===== src/rtl/vga_sync_decoder.sv =====
// -----------------------------------------------------------------------------
// vga_sync_decoder
//
// Receive side of a 640x480@60 VGA link. HS/VS and RGB444 colour arrive from a
// VGA source together with a one-cycle pixel strobe on the 100 MHz CLK domain.
// The block does four things:
//   - synchronises HS/VS and finds their leading edges,
//   - checks line length and frame height,
//   - locks after LOCK_FRAMES consecutive good frames,
//   - while locked, outputs each active pixel with its X/Y address.
//
// Optional feature: define VGA_DECODE_CHECKSUM_EN to build a per-frame colour
// checksum on FRAME_SUM. Without the macro, FRAME_SUM is tied to zero.
//
// Ports
//   CLK          in   system clock
//   RESET_N      in   asynchronous active-low reset
//   PIX_EN       in   one-cycle pixel strobe (1-in-4)
//   HS, VS       in   sync inputs, asynchronous to CLK
//   COLOUR_IN    in   RGB444 pixel, qualified by PIX_EN
//   LOCKED       out  timing lock established
//   PIX_VALID    out  one-cycle pulse per active pixel while locked
//   X_ADDR       out  active column, valid with PIX_VALID
//   Y_ADDR       out  active row, valid with PIX_VALID
//   COLOUR_OUT   out  colour aligned to X_ADDR/Y_ADDR
//   FRAME_START  out  pulse at a VS leading edge that starts a locked frame
//   LOCK_LOST    out  pulse on the LOCKED->SEARCH transition
//   ERR_COUNT    out  timing errors seen while locked, saturating
//   FRAME_SUM    out  per-frame colour checksum (zero unless enabled)
//   FSM_STATE    out  current FSM state: 0 SEARCH, 1 MEASURE, 2 LOCKED
//
// Handshake: there is no backpressure on either side. PIX_EN qualifies
// COLOUR_IN for one cycle. PIX_VALID qualifies X_ADDR/Y_ADDR/COLOUR_OUT for one
// cycle. Between pulses the address and colour outputs hold their last values.
// -----------------------------------------------------------------------------
module vga_sync_decoder #(
  parameter int   H_TOTAL     = 800,
  parameter int   H_ACT_START = 144,
  parameter int   H_ACTIVE    = 640,
  parameter int   V_TOTAL     = 525,
  parameter int   V_ACT_START = 35,
  parameter int   V_ACTIVE    = 480,
  parameter logic SYNC_POL    = 1'b0,
  parameter int   LOCK_FRAMES = 2
) (
  input  logic        CLK,
  input  logic        RESET_N,
  input  logic        PIX_EN,
  input  logic        HS,
  input  logic        VS,
  input  logic [11:0] COLOUR_IN,
  output logic        LOCKED,
  output logic        PIX_VALID,
  output logic [9:0]  X_ADDR,
  output logic [9:0]  Y_ADDR,
  output logic [11:0] COLOUR_OUT,
  output logic        FRAME_START,
  output logic        LOCK_LOST,
  output logic [7:0]  ERR_COUNT,
  output logic [15:0] FRAME_SUM,
  output logic [1:0]  FSM_STATE
);

  // h_cnt must hold 0..2*H_TOTAL and line_cnt must hold 0..2*V_TOTAL.
  localparam int HW = $clog2(2 * H_TOTAL + 1);
  localparam int LW = $clog2(2 * V_TOTAL + 1);

  typedef enum logic [1:0] {
    ST_SEARCH  = 2'd0,
    ST_MEASURE = 2'd1,
    ST_LOCKED  = 2'd2
  } state_t;

  state_t state;

  // -------------------------------------------------------------------------
  // Sync path: 2-flop synchroniser, an edge register, and a registered
  // edge pulse. The pixel strobe and colour are delayed by the same 3 cycles,
  // so an edge and the pixel that caused it are seen together.
  // -------------------------------------------------------------------------
  logic        hs_s1, hs_s2, hs_q, hs_edge_r;
  logic        vs_s1, vs_s2, vs_q, vs_edge_r;
  logic [2:0]  pe_d;
  logic [11:0] col_d1, col_d2, col_d3;
  logic        pe3;

  assign pe3 = pe_d[2];

  always_ff @(posedge CLK or negedge RESET_N) begin
    if (!RESET_N) begin
      // Reset to the idle (deasserted) level so that no edge is seen at release.
      hs_s1     <= ~SYNC_POL;
      hs_s2     <= ~SYNC_POL;
      hs_q      <= ~SYNC_POL;
      vs_s1     <= ~SYNC_POL;
      vs_s2     <= ~SYNC_POL;
      vs_q      <= ~SYNC_POL;
      hs_edge_r <= 1'b0;
      vs_edge_r <= 1'b0;
      pe_d      <= '0;
      col_d1    <= '0;
      col_d2    <= '0;
      col_d3    <= '0;
    end else begin
      hs_s1     <= HS;
      hs_s2     <= hs_s1;
      hs_q      <= hs_s2;
      vs_s1     <= VS;
      vs_s2     <= vs_s1;
      vs_q      <= vs_s2;
      hs_edge_r <= (hs_s2 == SYNC_POL) && (hs_q != SYNC_POL);
      vs_edge_r <= (vs_s2 == SYNC_POL) && (vs_q != SYNC_POL);
      pe_d      <= {pe_d[1:0], PIX_EN};
      col_d1    <= COLOUR_IN;
      col_d2    <= col_d1;
      col_d3    <= col_d2;
    end
  end

  // -------------------------------------------------------------------------
  // Counters and timing checks (combinational next-state)
  // -------------------------------------------------------------------------
  logic [HW-1:0] h_cnt, h_nxt;
  logic          h_pending, h_pending_nxt;
  logic [LW-1:0] line_cnt, line_nxt;
  logic          frame_line_err, frame_line_err_nxt;
  logic          timeout, line_err, frame_err, any_err;
  logic          pix_nxt;

  always_comb begin
    h_nxt         = h_cnt;
    h_pending_nxt = h_pending;
    timeout       = 1'b0;
    if (pe3) begin
      // The pixel that coincides with, or first follows, an HS edge is count 0.
      if (hs_edge_r || h_pending) begin
        h_nxt         = '0;
        h_pending_nxt = 1'b0;
      end else if (int'(h_cnt) == 2 * H_TOTAL - 2) begin
        // The count would reach 2*H_TOTAL-1 with no HS edge: line timeout.
        h_nxt   = '0;
        timeout = 1'b1;
      end else if (int'(h_cnt) < 2 * H_TOTAL) begin
        h_nxt = h_cnt + 1'b1;
      end
    end else if (hs_edge_r) begin
      h_pending_nxt = 1'b1;
    end

    line_nxt = line_cnt;
    if (vs_edge_r) begin
      line_nxt = '0;
    end else if (hs_edge_r && (int'(line_cnt) < 2 * V_TOTAL)) begin
      line_nxt = line_cnt + 1'b1;
    end

    // The line check runs before the frame check, so a line error seen on the
    // same cycle as a VS edge still fails the frame that is ending.
    line_err  = (hs_edge_r && (int'(h_cnt) != H_TOTAL - 1)) || timeout;
    frame_err = vs_edge_r &&
                ((int'(line_cnt) != V_TOTAL - 1) || frame_line_err || line_err);
    any_err   = line_err || frame_err;
    frame_line_err_nxt = vs_edge_r ? 1'b0 : (frame_line_err || line_err);

    pix_nxt = (state == ST_LOCKED) && !any_err && pe3 &&
              (int'(h_nxt) >= H_ACT_START) &&
              (int'(h_nxt) < H_ACT_START + H_ACTIVE) &&
              (int'(line_nxt) >= V_ACT_START) &&
              (int'(line_nxt) < V_ACT_START + V_ACTIVE);
  end

  always_ff @(posedge CLK or negedge RESET_N) begin
    if (!RESET_N) begin
      h_cnt          <= '0;
      h_pending      <= 1'b0;
      line_cnt       <= '0;
      frame_line_err <= 1'b0;
      PIX_VALID      <= 1'b0;
      X_ADDR         <= '0;
      Y_ADDR         <= '0;
      COLOUR_OUT     <= '0;
    end else begin
      h_cnt          <= h_nxt;
      h_pending      <= h_pending_nxt;
      line_cnt       <= line_nxt;
      frame_line_err <= frame_line_err_nxt;
      PIX_VALID      <= pix_nxt;
      if (pix_nxt) begin
        X_ADDR     <= 10'(int'(h_nxt) - H_ACT_START);
        Y_ADDR     <= 10'(int'(line_nxt) - V_ACT_START);
        COLOUR_OUT <= col_d3;
      end
    end
  end

  // -------------------------------------------------------------------------
  // Lock FSM
  // -------------------------------------------------------------------------
  logic [3:0] good_frames;

  always_ff @(posedge CLK or negedge RESET_N) begin
    if (!RESET_N) begin
      state       <= ST_SEARCH;
      good_frames <= '0;
      LOCKED      <= 1'b0;
      FRAME_START <= 1'b0;
      LOCK_LOST   <= 1'b0;
      ERR_COUNT   <= '0;
    end else begin
      FRAME_START <= 1'b0;
      LOCK_LOST   <= 1'b0;
      case (state)
        ST_SEARCH: begin
          LOCKED <= 1'b0;
          if (vs_edge_r) begin
            state       <= ST_MEASURE;
            good_frames <= '0;
          end
        end
        ST_MEASURE: begin
          if (any_err) begin
            state       <= ST_SEARCH;
            good_frames <= '0;
            LOCKED      <= 1'b0;
          end else if (vs_edge_r) begin
            good_frames <= good_frames + 4'd1;
            if (int'(good_frames) + 1 == LOCK_FRAMES) begin
              // The frame that starts at this edge is already a locked frame.
              state       <= ST_LOCKED;
              LOCKED      <= 1'b1;
              FRAME_START <= 1'b1;
            end
          end
        end
        ST_LOCKED: begin
          if (any_err) begin
            state       <= ST_SEARCH;
            good_frames <= '0;
            LOCKED      <= 1'b0;
            LOCK_LOST   <= 1'b1;
            if (ERR_COUNT != 8'hFF) ERR_COUNT <= ERR_COUNT + 8'd1;
          end else begin
            LOCKED <= 1'b1;
            if (vs_edge_r) FRAME_START <= 1'b1;
          end
        end
        default: begin
          state       <= ST_SEARCH;
          good_frames <= '0;
          LOCKED      <= 1'b0;
        end
      endcase
    end
  end

  assign FSM_STATE = state;

  // -------------------------------------------------------------------------
  // Optional per-frame colour checksum
  // -------------------------------------------------------------------------
`ifdef VGA_DECODE_CHECKSUM_EN
  logic [15:0] sum_acc, sum_add;

  // Include the pixel presented this cycle so that no pulse is lost at a VS edge.
  assign sum_add = sum_acc + (PIX_VALID ? {4'h0, COLOUR_OUT} : 16'h0000);

  always_ff @(posedge CLK or negedge RESET_N) begin
    if (!RESET_N) begin
      sum_acc   <= '0;
      FRAME_SUM <= '0;
    end else if (vs_edge_r) begin
      FRAME_SUM <= sum_add;
      sum_acc   <= '0;
    end else begin
      sum_acc <= sum_add;
    end
  end
`else
  assign FRAME_SUM = 16'h0000;
`endif

endmodule

===== config.mk =====
export PLATFORM = sky130hd
export DESIGN_NAME = vga_sync_decoder
export DESIGN_NICKNAME = d
export VERILOG_FILES = /design/src/rtl/vga_sync_decoder.sv
export SDC_FILE = /design/constraint.sdc
export NUM_CORES = 1
export LEC_CHECK = 0
export ABC_AREA = 1
export CORE_ASPECT_RATIO = 0.9
export CORE_MARGIN = 3
export CORE_UTILIZATION = 55
export DETAILED_ROUTE_END_ITERATION = 10
export PLACE_DENSITY = 0.8
export SLEW_MARGIN = 15
export SYNTH_ARGS = -nofsm -noshare
export SYNTH_HDL_FRONTEND = slang
export SYNTH_SLANG_ARGS = --single-unit

===== constraint.sdc =====
create_clock -name CLK -period 3.1 [get_ports CLK]
set_input_delay 0.31 -clock CLK [delete_from_list [all_inputs] [get_ports CLK]]
set_output_delay 0.31 -clock CLK [all_outputs]
set_load 0.01 [all_outputs]

==> metrics.cfg, run 1 <==
[global_routing]
grt_pass1_vias=4353
grt_pass1_wl_mm=20.93
grt_usage_pct=22.82
grt_remaining_overflow=0
use_met3_pct=6.276
met1_usage_pct=30.43
antenna_found_initial=0
use_met2_pct=36.48
busiest_layer=met2
grt_start_max_net_pins=56

[sta]
finalMaxSlewViolations=0
fin_setup_tns_ns=0
min_period_over_period_pct=88.75
fin_skew_ns=0.009499
rsz0062_at_grt=false
max-slew-margin-rel_pct=53.98
setup_violations=0
max_freq_ghz=0.3635
hold_violations=0
tightest_slew_ns=0.6903
finalCriticalPeriod_ns=2.751

[final_layout]
final_nets=759
n_antenna_cell=0
multi_input_area_sq_mm=0.002210
fillers=737
seq_area_sq_mm=0.003035
syn2layout_area_growth_pct=23.37
drive_gt1_share_pct=10.24

[pwr]
p_int_uw=3159
p_sw_uw=1202
total_leakage_power_uw=0.003632
total_power_uw=4361
power.share.combinational_pct=14.1
p_per_area_mw_per_mm2=625.8
power.share.clock_pct=44.7
p_seq_share_pct=41.2
swShare_pct=27.57
vdd_ir_drop_max_v=0.0004938

[clock_tree]
htree_levels=4
cts_setup_buffers=0
clock_latency_ns=0.41
cts_tree=built
clock-sinks=121
cts_root_buffer=clkbuf_16
clk_path_buf_depth=2
numCtsBuffers=17
path_clk_slew_ns=0.06

[placed_design]
place_hpwl_mm=8.313
portBuffers=62
gp_congestion=0.8826

[run_status]
status=completed

[synth]
synth_area_leaders=dfrtp_1, nand2_1, nand3_1
synth_top_area_share_pct=50.94
avgSynthCellArea_sq_um=8.625
syn_inst=655
synth-seq-cells=121
yosysWarnings=0
yosysSeqAreaShare_pct=53.73
syn-cell-area_sq_mm=0.005649
yosysUniqueCellTypes=34
yosysTopAreaCell=dfrtp_1

[route]
wl_per_cell_um=13.69
wl_mm=11.88
drc=0
ant_nets=0
first_pass_iters=6
drt_first_iter_violations=382
via_per_inst=5.066
vias=4397

[critical_path]
cp-startpoint=line_cnt[4]$_DFF_PN0_
r2r-start=line_cnt[4]$_DFF_PN0_
crit_required_ns=3.40
arrival_ns=3.05
cp-start-kind=register
critPathMaxFanout=19
end_kind=register
path_class=register to register

[min_path]
min_from=HS
hold_path_class=input port to register

[die]
rows=34
start_util_pct=57.49
ios=79
dieArea_sq_mm=0.01153
fp.dieH_um=102.1
fp.coreArea_sq_mm=0.009827
die_w_um=112.8

[run]
cap_violations=0

## layout make-up
cell class                      count  share of cell area, %
Clock buffer                       18                  6.158
Clock inverter                     14                  2.298
Inverter                           67                  3.609
Multi-Input combinational cell    451                  31.71
Sequential cell                   121                  43.55
Tap cell                          126                  2.262
Timing Repair Buffer               71                  10.41
## cell usage after synthesis, drive strengths merged
| cell type | number |
|---|---|
| and2 | 1 |
| nor2 | 64 |
| nand4 | 9 |
| conb | 1 |
| clkbuf | 2 |
| o21ai | 17 |
| dfstp | 6 |
| nand3 | 86 |
| nand3b | 5 |
| o22ai | 1 |
| dfrtp | 115 |
| nand2 | 200 |
| xnor2 | 6 |
| xor2 | 12 |
| inv | 66 |
| a31o | 2 |
| buf | 29 |
| a21oi | 13 |
| mux2 | 1 |
| a31oi | 1 |
| o21a | 1 |
| nor3 | 3 |
| ha | 13 |
| clkinv | 1 |
## worst paths after layout
path,to,slack (ns),cells past startpoint
hold / removal,hs_s1$_DFF_PN1_,0.31,1
setup / recovery,COLOUR_OUT[11]$_DFFE_PN0P_,0.35,18
setup reg to reg,COLOUR_OUT[11]$_DFFE_PN0P_,0.35,18
min in group asynchronous,ERR_COUNT[4]$_DFFE_PN0P_,0.49,2
hold reg to reg,col_d3[10]$_DFF_PN0_,0.34,0
max in group asynchronous,hs_q$_DFF_PN1_,1.91,3
## layer usage
| metal | vias up | part of all wire (%) |
|---|---|---|
| li1 | 2190 | - |
| met1 | 2056 | 45 |
| met2 | 132 | 48 |
| met3 | 19 | 5.4 |
| met4 | 0 | 1.5 |
| met5 | - | 0 |
## metrics by stage
step / area [sq um] / setup slack [ns] / utilization [%] / std cells / hold slack (ns)
after floorplan: 5705 / 0.8939 / - / 670 / 0.01441
after global placement: 6359 / 0.3015 / 64.71 / 835 / 0.3322
after detailed placement: 6359 / 0.2036 / 64.71 / 835 / 0.3347
after CTS: 6958 / 0.1476 / 70.80 / 868 / 0.2984
after global routing: 6969 / 0.04680 / 70.92 / 868 / 0.3030
final: 6969 / 0.3488 / 70.92 / 868 / 0.3112
## power groups by stage
stage	registers, uW	logic (uW)	clock network, uW
final	1800	615	1950
after global routing	1810	703	2070
after CTS	1800	617	1980
after detailed placement	1820	610	0
after global placement	1810	586	0
after floorplan	1820	368	0
## repair_timing
item                       in CTS  in global routing
setup endpoints to repair       0                 24
hold endpoints to repair       52                  0
hold buffers                    1                  0
gates resized for setup         0                  2
## critical path: stages (launching register included)
cell and delay, ns:
dfrtp_1 0.44, nand2_2 0.13, inv_2 0.04, o21ai_1 0.10, nand2_2 0.09, nand2_4 0.13, nand2_4 0.11, nand2_1 0.10
nand2_1 0.05, nor2_1 0.20, ha_1 0.30, nand2_1 0.10, nor2_1 0.11, nor2_1 0.05, nand2_1 0.12, nand3_4 0.21
buf_12 0.22, nand2_1 0.06, nand2_1 0.05
## state kept, by name (all words and copies together), names as in the netlist, 2 cells and up
signal	count
line_cnt	11
X_ADDR	10
col_d3	12
FSM_STATE	2
col_d1	12
h_cnt	11
ERR_COUNT	8
Y_ADDR	10
COLOUR_OUT	12
good_frames	4
col_d2	12
pe_d	3
## cell families after synthesis
group / count (synthesis) / share of synthesized area (%)
mux: 1 / 0.1993
flops: 121 / 53.73
xor+xnor: 18 / 2.791
buf+inv: 98 / 8.350
simple gates: 368 / 28.66
fa+ha+maj: 13 / 2.879
compound gates: 35 / 3.322
other cells: 1 / 0.06638
## cell usage in the layout, fill, tap and decap left out, types with 12 or more instances in the layout
master           count
xor2_1              12
nand3_1             80
ha_1                13
o21ai_0             15
a21oi_1             12
nand2_1            189
clkdlybuf4s50_1     61
conb_1              16
clkbuf_16           17
nor2_1              60
inv_1               61
dfrtp_1            115
No activity file was read; power rests on OpenSTA's default activity.
==> run 2: changes to the inputs <==
--- a/config.mk
+++ b/config.mk
@@ -10,7 +10,9 @@
 export CORE_MARGIN = 3
 export CORE_UTILIZATION = 55
 export DETAILED_ROUTE_END_ITERATION = 10
-export PLACE_DENSITY = 0.8
+export GPL_ROUTABILITY_DRIVEN = 0
+export GPL_TIMING_DRIVEN = 0
+export PLACE_DENSITY = 0.83
 export SLEW_MARGIN = 15
 export SYNTH_ARGS = -nofsm -noshare
 export SYNTH_HDL_FRONTEND = slang
==> metrics.cfg, run 2 (synthesized netlist as in run 1, its figures left out) <==
[clock_tree]
clock-sinks=121  ; unchanged
htree_levels=4  ; unchanged
cts_root_buffer=clkbuf_16  ; unchanged
clk_path_buf_depth=2  ; unchanged
cts_setup_buffers=0  ; unchanged
path_clk_slew_ns=0.07  ; was 0.06 ns
clock_latency_ns=0.41  ; about the same
numCtsBuffers=17  ; unchanged
cts_tree=built  ; unchanged

[final_layout]
layout_common_cells=nand2_1, dfrtp_1, nand3_1  ; unchanged
utilization_pct=72.41  ; was 70.92%
drive_gt1_share_pct=12.79  ; was 10.24%
n_antenna_cell=0  ; unchanged
syn2layout_area_growth_pct=25.96  ; was 23.37%
layout_commonest_cell=nand2_1  ; unchanged
fillers=683  ; was 737
final_nets=783  ; was 759

[critical_path]
r2r-start=h_cnt[0]$_DFF_PN0_  ; was line_cnt[4]$_DFF_PN0_
arrival_ns=3.20  ; was 3.05 ns
end_kind=register  ; unchanged
ff2ff_setup_slack_ns=0.20  ; was 0.35 ns
reg2reg_depth=17  ; was 18
rr_endpoint=COLOUR_OUT[7]$_DFFE_PN0P_  ; was COLOUR_OUT[11]$_DFFE_PN0P_
cp-start-kind=register  ; unchanged
path_class=register to register  ; unchanged
critPathMaxFanout=10  ; was 19
crit_required_ns=3.40  ; about the same

[min_path]
whs_path_depth=1  ; unchanged
min_to=hs_s1$_DFF_PN1_  ; unchanged
min_from=HS  ; unchanged
hold_path_class=input port to register  ; unchanged

[sta]
setup_ws_ns=0.2039  ; was 0.3488 ns
finalMaxSlewViolations=0  ; unchanged
hold_violations=0  ; unchanged
max_freq_ghz=0.3453  ; was 0.3635 GHz
finalCriticalPeriod_ns=2.896  ; was 2.751 ns
min_period_over_period_pct=93.42  ; was 88.75%
fin_setup_tns_ns=0  ; unchanged
fin_skew_ns=0.01248  ; was 0.009499 ns
setup_violations=0  ; unchanged

[placed_design]
pre_cts_slack_ns=0.3241  ; was 0.2036 ns
portBuffers=62  ; unchanged
place_hpwl_mm=8.968  ; was 8.313 mm

[pwr]
p_per_area_mw_per_mm2=614.8  ; was 625.8 mW/mm^2
total_leakage_power_uw=0.003748  ; was 0.003632 uW
vdd_ir_drop_max_v=0.0003788  ; was 0.0004938 V

[route]
vias=4719  ; was 4397
wl_mm=13.09  ; was 11.88 mm
drt_first_iter_violations=328  ; was 382
wl_per_cell_um=14.67  ; was 13.69 um
drc=0  ; unchanged
first_pass_iters=5  ; was 6
ant_nets=0  ; unchanged
via_per_inst=5.290  ; was 5.066

[die]
dieArea_sq_mm=0.01153  ; unchanged
fp.dieH_um=102.1  ; unchanged
die_w_um=112.8  ; unchanged
ios=79  ; unchanged
rows=34  ; unchanged
fp.coreArea_sq_mm=0.009827  ; unchanged
start_util_pct=57.49  ; unchanged

[global_routing]
grt_start_max_net_pins=78  ; was 56
grt_remaining_overflow=0  ; unchanged
antenna_found_initial=0  ; unchanged
grt_pass1_vias=4677  ; was 4353
grt_pass1_wl_mm=21.82  ; was 20.93 mm
grt_usage_pct=23.77  ; was 22.82%

[run]
cap_violations=0  ; unchanged

[run_status]
status=completed  ; unchanged

## run 2: cell types whose count changed in the layout (fill, tap and decap cells not counted), sizes merged
cell / delta
inv: +5
bufinv: -2
buf: +22
clkbuf: +1
clkinvlp: -3
clkinv: +1
## run 2: layout make-up
class | instances | area (sq um) | share of cell area, %
flip-flops and latches | 121 | 3035 | 42.66
multi-input cells | 451 | 2202 | 30.95
repair buffers | 64 | 659.4 | 9.267
clock buffers | 17 | 425.4 | 5.979
inverters | 67 | 251.5 | 3.534
plain buffers | 31 | 220.2 | 3.095
clock inverters | 15 | 163.9 | 2.303
well taps | 126 | 157.7 | 2.216
## run 2: worst max-delay path by stage
stage	from	endpoint	slack (ns)	cells after the start
after global routing	h_cnt[0]$_DFF_PN0_	X_ADDR[7]$_DFFE_PN0P_	-0.02	17
final	h_cnt[0]$_DFF_PN0_	COLOUR_OUT[7]$_DFFE_PN0P_	0.20	17
after CTS	h_cnt[1]$_DFF_PN0_	X_ADDR[1]$_DFFE_PN0P_	0.22	17
after global placement	RESET_N	ERR_COUNT[3]$_DFFE_PN0P_	-2.65	1
after detailed placement	h_cnt[1]$_DFF_PN0_	COLOUR_OUT[7]$_DFFE_PN0P_	0.32	17
after floorplan	line_cnt[5]$_DFF_PN0_	X_ADDR[6]$_DFFE_PN0P_	0.89	17
## run 2: power by group
part / leakage, uW / switching, uW / total (uW) / internal (uW)
Clock: 0.000292 / 847 / 1930 / 1090
Combinational: 0.00190 / 374 / 648 / 274
Sequential: 0.00155 / 99.0 / 1790 / 1690
Total: 0.00375 / 1320 / 4370 / 3050
## run 2: repair_timing
item | in CTS | in global routing
hold buffers | 1 | 0
setup endpoints to repair | 0 | 30
gates resized for setup | 0 | 1
hold endpoints to repair | 44 | 0
## run 2: metal layers
layer	routed length [um]	part of all wire (%)	vias to the layer above	track usage (%)
met5	0	0	-	0
met4	204	1.6	0	8.041
met3	728	5.6	23	5.625
met2	6706	51	187	42.26
met1	5448	42	2267	28.75
li1	-	-	2242	-
## run 2: worst max-delay path, cell delays in order (launching register included)
cell,delay (ns)
dfrtp_1,0.41
ha_1,0.30
inv_1,0.07
nor2_1,0.19
nand3_1,0.13
nand2_1,0.10
nand2_1,0.10
a21oi_2,0.23
nand2_1,0.08
inv_1,0.10
nand3_1,0.13
a21oi_1,0.18
nand2_1,0.18
inv_2,0.09
nand3_2,0.13
buf_4,0.22
nand2_1,0.08
nand2_1,0.05
## run 2: metrics by stage
step | power (uW) | instances | hold WS (ns) | area (sq um)
2_1_floorplan | 2186 | 670 | 0.01441 | 5705
3_3_place_gp | 2407 | 858 | 0.3313 | 6484
3_5_place_dp | 2450 | 859 | 0.2579 | 6513
4_1_cts | 4391 | 892 | 0.2933 | 7112
5_1_grt | 4568 | 892 | 0.3009 | 7116
6_report | 4375 | 892 | 0.3032 | 7116
==> run 3: changes to the inputs <==
--- a/config.mk
+++ b/config.mk
@@ -12,6 +12,7 @@
 export DETAILED_ROUTE_END_ITERATION = 10
 export GPL_ROUTABILITY_DRIVEN = 0
 export GPL_TIMING_DRIVEN = 0
+export MAX_ROUTING_LAYER = met4
 export PLACE_DENSITY = 0.83
 export SLEW_MARGIN = 15
 export SYNTH_ARGS = -nofsm -noshare
==> metrics.cfg, run 3 (synthesized netlist as in run 1, its figures left out) <==
[global_routing]
antenna_found_initial=0  ; unchanged
grt_remaining_overflow=0  ; unchanged
grt_usage_pct=24.50  ; was 23.77%
grt_pass1_vias=4691  ; was 4677
grt_start_max_net_pins=78  ; unchanged
grt_pass1_wl_mm=21.85  ; was 21.82 mm

[placed_design]
pre_cts_slack_ns=0.3241  ; unchanged
placedCellCount=859  ; unchanged
portBuffers=62  ; unchanged
place_hpwl_mm=8.968  ; unchanged

[run]
cap_violations=0  ; unchanged

[clock_tree]
clock_latency_ns=0.41  ; about the same
htree_levels=4  ; unchanged
clk_path_buf_depth=2  ; unchanged
cts_tree=built  ; unchanged
cts_setup_buffers=0  ; unchanged
clock-sinks=121  ; unchanged
cts_root_buffer=clkbuf_16  ; unchanged
path_clk_slew_ns=0.07  ; about the same
numCtsBuffers=17  ; unchanged

[min_path]
hold_path_class=input port to register  ; unchanged
min_to=hs_s1$_DFF_PN1_  ; unchanged
min_from=HS  ; unchanged
whs_path_depth=1  ; unchanged

[die]
start_util_pct=57.49  ; unchanged
die_w_um=112.8  ; unchanged
dieArea_sq_mm=0.01153  ; unchanged
rows=34  ; unchanged
fp.dieH_um=102.1  ; unchanged
fp.coreArea_sq_mm=0.009827  ; unchanged
ios=79  ; unchanged

[sta]
hold_violations=0  ; unchanged
max_freq_ghz=0.3468  ; was 0.3453 GHz
min_period_over_period_pct=93.01  ; was 93.42%
hold_ws_ns=0.3050  ; was 0.3032 ns
fin_skew_ns=0.008535  ; was 0.01248 ns
setup_violations=0  ; unchanged
finalMaxSlewViolations=0  ; unchanged
finalCriticalPeriod_ns=2.883  ; was 2.896 ns
setup_ws_ns=0.2166  ; was 0.2039 ns

[final_layout]
fillers=683  ; unchanged
final_nets=783  ; unchanged
layout_common_cells=nand2_1, dfrtp_1, nand3_1  ; unchanged
fin_cells=892  ; unchanged
syn2layout_area_growth_pct=25.96  ; unchanged
n_antenna_cell=0  ; unchanged
layout_commonest_cell=nand2_1  ; unchanged
drive_gt1_share_pct=12.79  ; unchanged

[route]
via_per_inst=5.260  ; was 5.290
drc=0  ; unchanged
wl_per_cell_um=14.59  ; was 14.67 um
vias=4692  ; was 4719
wl_mm=13.02  ; was 13.09 mm
drt_first_iter_violations=308  ; was 328
first_pass_iters=6  ; was 5
ant_nets=0  ; unchanged

[critical_path]
critPathMaxFanout=10  ; unchanged
critPathMaxStageDelay_ns=0.42  ; was 0.41 ns
end_kind=register  ; unchanged
rr_endpoint=COLOUR_OUT[7]$_DFFE_PN0P_  ; unchanged
ff2ff_setup_slack_ns=0.22  ; was 0.20 ns
path_buf_inv=4  ; unchanged
reg2reg_depth=17  ; unchanged
r2r-start=h_cnt[0]$_DFF_PN0_  ; unchanged
cp-start-kind=register  ; unchanged
arrival_ns=3.18  ; was 3.20 ns
cp_slowest_cell=dfrtp_1  ; unchanged
crit_required_ns=3.40  ; about the same
path_class=register to register  ; unchanged
path_common_cell=nand2_1  ; unchanged
cp_cell_sequence=ha_1 -> inv_1 -> nor2_1 -> nand3_1 -> nand2_1 -> nand2_1 -> a21oi_2 -> nand2_1 -> inv_1 -> nand3_1 -> a21oi_1 -> nand2_1 -> inv_2 -> nand3_2 -> buf_4 -> nand2_1 -> nand2_1  ; unchanged
path_delay_family=simple AND/OR/NAND/NOR gates  ; unchanged

[pwr]
p_per_area_mw_per_mm2=614.1  ; was 614.8 mW/mm^2
vdd_ir_drop_max_v=0.0003760  ; was 0.0003788 V
total_leakage_power_uw=0.003748  ; unchanged

[run_status]
status=completed  ; unchanged

## run 3: routing by layer
layer	routed length, um	up-vias	track usage, %
li1	-	2240	-
met4	196	0	8.318
met3	791	29	5.033
met2	6732	197	42.26
met5	0	-	-
met1	5297	2226	28.95
## run 3: how the worst max path moves through the flow
stage / startpoint / end / slack [ns] / cells past startpoint
final: h_cnt[0]$_DFF_PN0_ / COLOUR_OUT[7]$_DFFE_PN0P_ / 0.22 / 17
after global routing: h_cnt[0]$_DFF_PN0_ / X_ADDR[7]$_DFFE_PN0P_ / -0.02 / 17
after CTS: h_cnt[1]$_DFF_PN0_ / X_ADDR[1]$_DFFE_PN0P_ / 0.22 / 17
after detailed placement: h_cnt[1]$_DFF_PN0_ / COLOUR_OUT[7]$_DFFE_PN0P_ / 0.32 / 17
after global placement: RESET_N / ERR_COUNT[3]$_DFFE_PN0P_ / -2.65 / 1
after floorplan: line_cnt[5]$_DFF_PN0_ / X_ADDR[6]$_DFFE_PN0P_ / 0.89 / 17
## run 3: what timing repair did
action,in CTS,in global routing
hold buffers,1,0
gates resized for setup,0,1
setup endpoints to repair,0,30
endpoints found under the hold margin,44,0
## run 3: per-stage QoR
step           total power (uW)  cell area [sq um]  util [%]  setup TNS (ns)
2_1_floorplan              2186               5705         -               0
3_3_place_gp               2407               6484     65.98         -311.80
3_5_place_dp               2450               6513     66.27               0
4_1_cts                    4391               7112     72.37               0
5_1_grt                    4566               7116     72.41        -0.01749
6_report                   4369               7116     72.41               0
## run 3: cell type report
class	instances	area [sq um]	area share [%]
Sequential cell	121	3035	42.66
Clock buffer	17	425.4	5.979
Timing Repair Buffer	64	659.4	9.267
Multi-Input combinational cell	451	2202	30.95
Buffer	31	220.2	3.095
Inverter	67	251.5	3.534
Clock inverter	15	163.9	2.303
Tap cell	126	157.7	2.216
## run 3: worst reg2reg max path, stage by stage, from the launching register on
cell and delay, ns:
dfrtp_1 0.42, ha_1 0.30, inv_1 0.07, nor2_1 0.19, nand3_1 0.13, nand2_1 0.10
nand2_1 0.10, a21oi_2 0.23, nand2_1 0.08, inv_1 0.09, nand3_1 0.13, a21oi_1 0.18
nand2_1 0.18, inv_2 0.09, nand3_2 0.13, buf_4 0.22, nand2_1 0.08, nand2_1 0.06
## run 3: report_power, final
part / internal, uW / switching [uW]
Combinational: 274 / 373
Clock: 1090 / 843
Sequential: 1690 / 98.3
Total: 3060 / 1310
